--- src/rtl/apb_cmd_master.sv ---
// Single-outstanding APB master: turns valid/ready commands into SETUP/ACCESS
// transfers and returns each result (read data, timeout flag) on a response port.
module apb_cmd_master #(
  parameter int AW      = 4,
  parameter int DW      = 8,
  parameter int TIMEOUT = 0
) (
  input  logic          pclk,
  input  logic          prst,
  input  logic          req_valid,
  output logic          req_ready,
  input  logic          req_write,
  input  logic [AW-1:0] req_addr,
  input  logic [DW-1:0] req_wdata,
  output logic          rsp_valid,
  input  logic          rsp_ready,
  output logic [DW-1:0] rsp_rdata,
  output logic          rsp_err,
  output logic          psel,
  output logic          penable,
  output logic          pwrite,
  output logic [AW-1:0] paddr,
  output logic [DW-1:0] pwdata,
  input  logic          pready,
  input  logic [DW-1:0] prdata
);

  localparam int            CW       = (TIMEOUT > 0) ? $clog2(TIMEOUT + 1) : 1;
  localparam int            TO_LAST  = (TIMEOUT > 0) ? TIMEOUT - 1 : 0;
  localparam logic [CW-1:0] CNT_LAST = CW'(TO_LAST);
  localparam logic [CW-1:0] CNT_MAX  = '1;
  localparam bit            TO_EN    = (TIMEOUT > 0);

  localparam logic [1:0] S_IDLE   = 2'd0;
  localparam logic [1:0] S_SETUP  = 2'd1;
  localparam logic [1:0] S_ACCESS = 2'd2;
  localparam logic [1:0] S_RESP   = 2'd3;

  logic [1:0]    state_reg;
  logic [CW-1:0] cnt_reg;
  logic          accept;

  // Accepting in RESP lets a consumed response overlap the next command's SETUP.
  assign req_ready = prst & ((state_reg == S_IDLE) | ((state_reg == S_RESP) & rsp_ready));
  assign accept    = req_valid & req_ready;

  always_ff @(posedge pclk or negedge prst) begin
    if (!prst) begin
      state_reg <= S_IDLE;
      cnt_reg   <= '0;
      psel      <= 1'b0;
      penable   <= 1'b0;
      pwrite    <= 1'b0;
      paddr     <= '0;
      pwdata    <= '0;
      rsp_valid <= 1'b0;
      rsp_err   <= 1'b0;
      rsp_rdata <= '0;
    end else begin
      case (state_reg)
        S_SETUP: begin
          state_reg <= S_ACCESS;
          penable   <= 1'b1;
          cnt_reg   <= '0;
        end
        S_ACCESS: begin
          if (pready) begin
            state_reg <= S_RESP;
            psel      <= 1'b0;
            penable   <= 1'b0;
            rsp_valid <= 1'b1;
            rsp_err   <= 1'b0;
            rsp_rdata <= pwrite ? '0 : prdata;
          end else if (TO_EN && (cnt_reg == CNT_LAST)) begin
            state_reg <= S_RESP;
            psel      <= 1'b0;
            penable   <= 1'b0;
            rsp_valid <= 1'b1;
            rsp_err   <= 1'b1;
            rsp_rdata <= '0;
          end else if (cnt_reg != CNT_MAX) begin
            cnt_reg <= cnt_reg + CW'(1);
          end
        end
        S_RESP: begin
          if (rsp_ready) begin
            state_reg <= S_IDLE;
            rsp_valid <= 1'b0;
          end
        end
        default: begin
        end
      endcase

      // A new command overrides the IDLE/RESP exit chosen above.
      if (accept) begin
        state_reg <= S_SETUP;
        psel      <= 1'b1;
        penable   <= 1'b0;
        paddr     <= req_addr;
        pwrite    <= req_write;
        if (req_write) begin
          pwdata <= req_wdata;
        end
      end
    end
  end

endmodule
--- config.mk ---
export PLATFORM = sky130hd
export DESIGN_NAME = apb_cmd_master
export DESIGN_NICKNAME = d
export VERILOG_FILES = /design/src/rtl/apb_cmd_master.sv
export SDC_FILE = /design/constraint.sdc
export NUM_CORES = 1
export LEC_CHECK = 0
export CORE_ASPECT_RATIO = 1.25
export CORE_MARGIN = 2
export CORE_UTILIZATION = 30
export CTS_CLUSTER_DIAMETER = 50
export DETAILED_ROUTE_END_ITERATION = 16
export SLEW_MARGIN = 20
export SYNTH_ARGS = -nofsm -noshare
export SYNTH_HDL_FRONTEND = slang
export SYNTH_SLANG_ARGS = --single-unit
export TNS_END_PERCENT = 10
--- constraint.sdc ---
create_clock -name pclk -period 4.1 [get_ports pclk]
set_input_delay 0.82 -clock pclk [delete_from_list [all_inputs] [get_ports pclk]]
set_output_delay 0.82 -clock pclk [all_outputs]
set_load 0.005 [all_outputs]
### Yosys cells after proc, flatten, opt, wreduce, memory -nomap -nowiden

Cells that the tools add are included.

* bits in registers: 26
* input bits: 26
* output and inout port bits: 26
* logic and storage cells: 44

* equality and inequality tests: 7
* muxes and demuxes: 13
* bitwise operators: 4
* reduce and logical (&&, ||, !) cells: 12

Operators by type and width (count)
* 8-bit 2-to-1 mux: 1
* 2-bit AND reduction: 4
* 1-bit 2-to-1 mux: 6
* 2-bit 2-to-1 mux: 3
* 3-bit inequality test (second input constant): 2
* 2-bit one-hot mux with 3 select lines: 1
* 3-bit AND reduction: 2
* 2-bit nonzero test: 3
* 2-bit == test (second input constant): 2
* 2-bit inequality test (second input constant): 2
* 1-bit one-hot mux with 2 select lines: 2
* 4-bit nonzero test: 1
* 1-bit AND: 3
* 3-bit nonzero test: 1
* 2-bit by 1-bit == test with 1-bit output (second input constant): 1
* 2-bit zero test: 1
* 1-bit bitwise OR: 1

### Depth between registers and ports, before layout

Gate-level depths: netlist of run 1.

* word-level depth: 7
* mapped depth: 6
* depth with buffers taken out: 5

### Worst setup path after synthesis of run 1

Ideal clock, no wire load.

* path type: in2out
* from: in rsp_ready
* to: out req_ready
* data arrival time: 1.116 ns
* data required time: 3.280 ns
* slack: 2.164 ns
* stages on the path: 2
* buffers on the path: 0
* cell sequence: a21oi_4 > nor2b_1

* word-level cells in the longest chain between the ends: 3

RTL lines
* from (decl): line 16 `input logic rsp_ready,`
* 1-bit AND: line 44 `assign req_ready = prst & ((state_reg == S_IDLE) | ((state_reg == S_RESP) & rsp_ready));`
* 1-bit bitwise OR: line 44
* 1-bit AND: line 44
* to (decl): line 11 `output logic req_ready,`

No other way between the ends.

### Worst setup path after layout of run 1

Same ends and word-level chain as after synthesis.

==> flow_metrics.py, run 1 <==
metrics = {
    "worst_setup_path": {
        "crit_fanout": 5,
        "slowest_stage": "clkdlybuf4s50_1",
        "worstPathCellList": "clkdlybuf4s50_1 -> a21oi_4 -> nor2b_1 -> clkdlybuf4s50_1",
        "criticalPathCategory": "primary input to primary output",
        "cp-end-kind": "primary output",
        "cpMostUsedCell": "clkdlybuf4s50_1",
        "cp.arrival_ns": 2.15,
        "cp_num_buf_inv": 2,
        "critPathLaunchType": "primary input",
        "crit_family": "buffers and inverters",
        "critical_path.startpoint": "rsp_ready",
        "crit_required_ns": 3.28,
        "rr_startpoint": "state_reg[0]",
        "max_stage_delay_ns": 0.56,
    },
    "placement": {
        "post-place-cells": 183,
        "io_buffers": 50,
        "placed_cell_area_sq_mm": 0.001699,
        "dp_slack_ns": 1.119,
        "routabilityCongestion": 0.7498,
    },
    "drt": {
        "vias": 889,
        "drtIter0Drc": 20,
        "wl_mm": 2.470,
        "ant_nets": 0,
        "dr.pass1.iters": 2,
        "drc": 0,
        "vias_per_cell": 4.754,
        "wl_per_cell_microns": 13.21,
    },
    "finish": {
        "syn_to_final_growth_pct": 52.06,
        "final_core_util_pct": 47.13,
        "top_regs": "pwdata x8, rsp_rdata x8, paddr x4",
        "drive_gt1_share_pct": 14.29,
        "diodes": 0,
        "final_area_sq_mm": 0.001754,
        "nets": 179,
        "fill_cells": 358,
        "final_cells": 187,
    },
    "logic_synthesis": {
        "synth_edf_count": 0,
        "synth_cells": 94,
        "syn_nets": 125,
        "ys.flop_type": "dfrtp_1",
        "synthesis.area_sq_mm": 0.001154,
        "avgSynthCellArea_sq_um": 12.27,
        "synthTopCellsByCount": "dfrtp_1, mux2_2, nand2_1, o21ai_0, nand2b_1",
        "ys_seq_area_share_pct": 56.40,
        "ys_ff_latch": 26,
        "ys_async_sr_fraction_pct": 100.0,
        "yosys-top-cells-area": "dfrtp_1, mux2_2, ha_1",
        "synth.most_common_cell": "dfrtp_1",
        "yosysWarnings": 0,
        "yosysTopAreaCell": "dfrtp_1",
        "synth_cell_types": 22,
        "synth_top_area_share_pct": 56.40,
    },
    "timing": {
        "setup_slack_ns": 1.131,
        "relSlewSlack_pct": 65.86,
        "drv_slew": 0,
        "fmax_mhz": 336.8,
        "fin_worst_skew_ns": 0.004861,
        "timing.final.crit_share_pct": 72.41,
        "rsz0062_at_grt": "false",
        "fin_crit_ns": 2.969,
        "tightest_slew_ns": 0.5109,
        "setup_viol": 0,
        "hold_viol": 0,
        "tns_ns": 0,
    },
    "run": {
        "max_cap_violations": 0,
    },
    "cts": {
        "tritoncts": "done",
        "path_clk_slew_ns": 0.09,
        "cts_max_level": 1,
        "ctsResizeCount": 0,
        "worstSkewPairLatency_ns": 0.27,
        "cts_sinks": 26,
        "cts-root-buf": "clkbuf_8",
        "hold_buffers": 0,
        "cts_buffers": 3,
        "cts_max_path_buffers": 2,
        "cts_post_setup_buffers_inserted": 0,
    },
    "run_status": {
        "status": "finished, final reports clean",
    },
    "grt": {
        "overflow": 0,
        "grtUsageTotal_pct": 12.15,
        "grt_max_degree": 29,
        "antenna_found_initial": 0,
        "first_global_vias": 909,
        "grt_pass1_wl_mm": 4.008,
    },
    "die": {
        "ioPinCount": 52,
        "initial_core_util_pct": 30.99,
        "die_area_sq_mm": 0.004361,
        "coreArea_sq_mm": 0.003722,
        "rows": 25,
        "fp.dieW_microns": 59.47,
        "die_h_microns": 73.33,
    },
    "min_path": {
        "min_from": "rsp_rdata[3]",
        "hp-class": "flip-flop to flip-flop",
    },
    "pwr": {
        "vdd_drop_max_v": 0.0002582,
        "power.leakage_nw": 0.7576,
        "power_density_mw_per_mm2": 667.1,
    },
}
per-layer routing:
| metal | wire length, microns | track usage (%) | vias to the layer above |
|---|---|---|---|
| met5 | 0 | 0 | - |
| met4 | 58 | 6.061 | 0 |
| met3 | 121 | 2.113 | 5 |
| met2 | 1312 | 21.98 | 29 |
| met1 | 978 | 13.26 | 427 |
| li1 | - | - | 428 |
final timing paths:
check                                to  slack, ns  cells past startpoint
hold reg to reg            rsp_rdata[3]       0.49                      2
hold / removal             rsp_rdata[3]       0.49                      2
setup reg to reg           state_reg[0]       2.36                      5
setup / recovery              req_ready       1.13                      4
max in group asynchronous      paddr[0]       2.89                      2
min in group asynchronous     pwdata[2]       0.95                      2
cell families after synthesis:
group / share of synthesized area, %
buffers and inverters: 1.735
other: 0.3251
AO/OA/AOI/OAI: 9.979
multiplexers: 13.88
flip-flops: 56.40
adder cells (fa/ha/maj): 5.423
AND/OR/NAND/NOR: 12.25
report_power, final:
group | internal (mW) | leakage, nW | switching [mW]
Clock | 0.0858 | 0.0288 | 0.0783
Combinational | 0.354 | 0.412 | 0.196
Sequential | 0.378 | 0.317 | 0.0783
tightest hold or removal path, delay by kind of cell, from the launching register on:
| kind | cells | cell delay [ns] |
|---|---|---|
| flops | 1 | 0.35 |
| compound gates | 1 | 0.06 |
| simple gates | 1 | 0.04 |
cell usage in the layout (no fill, tap or decap), types with 2 or more instances in the layout:
master and instances:
o21ai_0 11, inv_1 2, clkbuf_8 4, nand2_1 11, a21oi_1 2, nor2b_1 2
mux2_2 12, nand2b_1 9, dfrtp_1 26, clkdlybuf4s50_1 50, nor2_4 2, ha_1 5
through the flow:
stage,hold slack (ns),total power [mW]
3_3_place_gp,0.4619,0.9993
3_5_place_dp,0.4743,1.023
4_1_cts,0.4955,1.189
6_report,0.4900,1.170
2_1_floorplan,0.4733,0.7098
5_1_grt,0.5181,1.265
layout make-up:
| class | count | area, sq um | share of cell area (%) |
|---|---|---|---|
| well taps | 40 | 50.05 | 2.853 |
| clock buffers | 4 | 55.05 | 3.138 |
| multi-input cells | 64 | 483.0 | 27.53 |
| inverters | 2 | 7.507 | 0.4280 |
| repair buffers | 51 | 508.0 | 28.96 |
| flip-flops and latches | 26 | 650.6 | 37.09 |
Note: power is estimated with default switching activity, not from simulation.
==> run 2, diff against run 1 <==
- clock period: 4.1 -> 3.1 ns (I/O delays scaled with it)
==> run 2 against run 1 <==
Effect of this change: first-iteration DRC count rose by 65%; sequential power rose by 32%; global-route usage fell by 0.18 points; critical path depth did not move; clock power rose by 71%; wire length rose by 2.1%; largest cell class unchanged; die area did not move; power rose by 38%; sequential cell count did not move; setup slack got worse by 0.58 ns.
==> flow_metrics.py, run 2 (synthesis gave the netlist of run 1 again) <==
metrics = {
    "drt": {
        "drc": 0,
        "dr.pass1.iters": 2,
        "vias": 864,
        "vias_per_cell": 4.620,
        "wl_mm": 2.521,
        "ant_nets": 0,
        "drtIter0Drc": 33,
        "wl_per_cell_microns": 13.48,
    },
    "grt": {
        "grt_pass1_wl_mm": 3.926,
        "grt_max_degree": 29,
        "grtUsageTotal_pct": 11.97,
        "grt_use_met3_pct": 2.113,
        "first_global_vias": 900,
        "antenna_found_initial": 0,
        "grt_use_met1_pct": 14.17,
        "overflow": 0,
        "grt-busiest-layer": "met2",
        "met2_usage_pct": 20.39,
    },
    "worst_setup_path": {
        "cp-end-kind": "primary output",
        "cpMostUsedCell": "clkdlybuf4s50_1",
        "r2r_slack_ns": 1.41,
        "cp.arrival_ns": 1.93,
        "reg2reg_depth": 5,
        "crit_fanout": 5,
        "cp_num_buf_inv": 2,
        "crit_family": "buffers and inverters",
        "criticalPathCategory": "primary input to primary output",
        "critPathLaunchType": "primary input",
        "max_stage_delay_ns": 0.56,
        "crit_required_ns": 2.48,
        "slowest_stage": "clkdlybuf4s50_1",
        "worstSetupPathDepth": 4,
        "worstPathCellList": "clkdlybuf4s50_1 -> a21oi_4 -> nor2b_1 -> clkdlybuf4s50_1",
        "critical_path.startpoint": "rsp_ready",
        "rr_startpoint": "state_reg[0]",
    },
    "cts": {
        "worstSkewPairLatency_ns": 0.27,
        "cts-root-buf": "clkbuf_8",
        "hold_buffers": 0,
        "cts_buffers": 3,
        "path_clk_slew_ns": 0.09,
        "cts_post_setup_buffers_inserted": 0,
        "tritoncts": "done",
        "cts_max_path_buffers": 2,
        "cts_sinks": 26,
        "ctsResizeCount": 0,
        "cts_max_level": 1,
    },
    "die": {
        "fp.dieW_microns": 59.47,
        "rows": 25,
        "ioPinCount": 52,
        "die_area_sq_mm": 0.004361,
        "initial_core_util_pct": 30.99,
        "die_h_microns": 73.33,
        "coreArea_sq_mm": 0.003722,
    },
    "finish": {
        "diodes": 0,
        "nets": 179,
        "most-common-layout-cells": "clkdlybuf4s50_1, dfrtp_1, mux2_2",
        "top_regs": "pwdata x8, rsp_rdata x8, paddr x4",
        "final_area_sq_mm": 0.001770,
        "layout_commonest_cell": "clkdlybuf4s50_1",
        "syn_to_final_growth_pct": 53.47,
        "drive_gt1_share_pct": 14.29,
    },
    "timing": {
        "tightest_slew_ns": 0.4998,
        "tns_ns": 0,
        "hold_viol": 0,
        "fmax_mhz": 391.7,
        "drv_slew": 0,
        "timing.final.crit_share_pct": 82.36,
        "rsz0062_at_grt": "false",
        "setup_viol": 0,
        "fin_crit_ns": 2.553,
        "fin_worst_skew_ns": 0.001461,
        "relSlewSlack_pct": 66.60,
    },
    "pwr": {
        "switching_share_pct": 29.22,
        "finalPower_mw": 1.612,
        "power_frac_comb_pct": 45.3,
        "p_int_mw": 1.141,
        "p_clk_share_pct": 17.4,
        "vdd_drop_max_v": 0.0002879,
        "switching_power_mw": 0.4711,
        "power_density_mw_per_mm2": 910.7,
        "power_frac_seq_pct": 37.4,
        "power.leakage_nw": 0.7645,
    },
    "min_path": {
        "holdPathStages": 1,
        "min_from": "psel",
        "hp-class": "flip-flop to flip-flop",
    },
    "placement": {
        "routabilityCongestion": 0.7123,
        "io_buffers": 50,
        "placed_cell_area_sq_mm": 0.001699,
        "dpl.hpwl_mm": 1.944,
    },
    "run_status": {
        "status": "finished, final reports clean",
    },
    "run": {
        "max_cap_violations": 0,
    },
}
run 2: through the flow:
stage	util, %	cells	hold WS (ns)	setup WS [ns]
final	47.56	187	0.4839	0.5467
after global placement	45.65	183	0.4595	0.5383
after global routing	47.56	187	0.5088	0.4718
after CTS	47.56	187	0.4913	0.5336
after detailed placement	45.65	183	0.4699	0.5489
after floorplan	-	94	0.3244	1.507
run 2: worst paths after layout:
check                                     to
worst max register to register  state_reg[0]
max in group asynchronous       rsp_rdata[4]
min in group asynchronous             pwrite
worst min-delay path                    psel
worst min register to register          psel
worst max-delay path               req_ready
run 2: worst register-to-register path, stage by stage, from the launching register on:
cell and delay [ns]:
dfrtp_1 0.43, inv_1 0.10, ha_1 0.26, nand2_1 0.40, mux2i_1 0.15, a211o_1 0.25
run 2: per-layer routing:
metal	wire length [microns]	part of all wire, %	up-vias
li1	-	-	422
met5	0	0	-
met4	42	1.7	0
met1	1040	41	410
met3	109	4.3	4
met2	1329	53	28
run 2: power by group through the flow:
stage / sequential (mW) / clock [mW] / combinational, mW
6_report: 0.603 / 0.280 / 0.730
5_1_grt: 0.625 / 0.304 / 0.809
4_1_cts: 0.607 / 0.290 / 0.741
3_5_place_dp: 0.614 / 0 / 0.738
3_3_place_gp: 0.604 / 0 / 0.719
2_1_floorplan: 0.610 / 0 / 0.329
run 2: layout make-up:
class | instances | area [sq um]
Sequential cell | 26 | 650.6
Fill cell | 344 | 1952
Multi-Input combinational cell | 64 | 483.0
Clock buffer | 3 | 41.29
Timing Repair Buffer | 51 | 508.0
Clock inverter | 1 | 30.03
Inverter | 2 | 7.507
Tap cell | 40 | 50.05
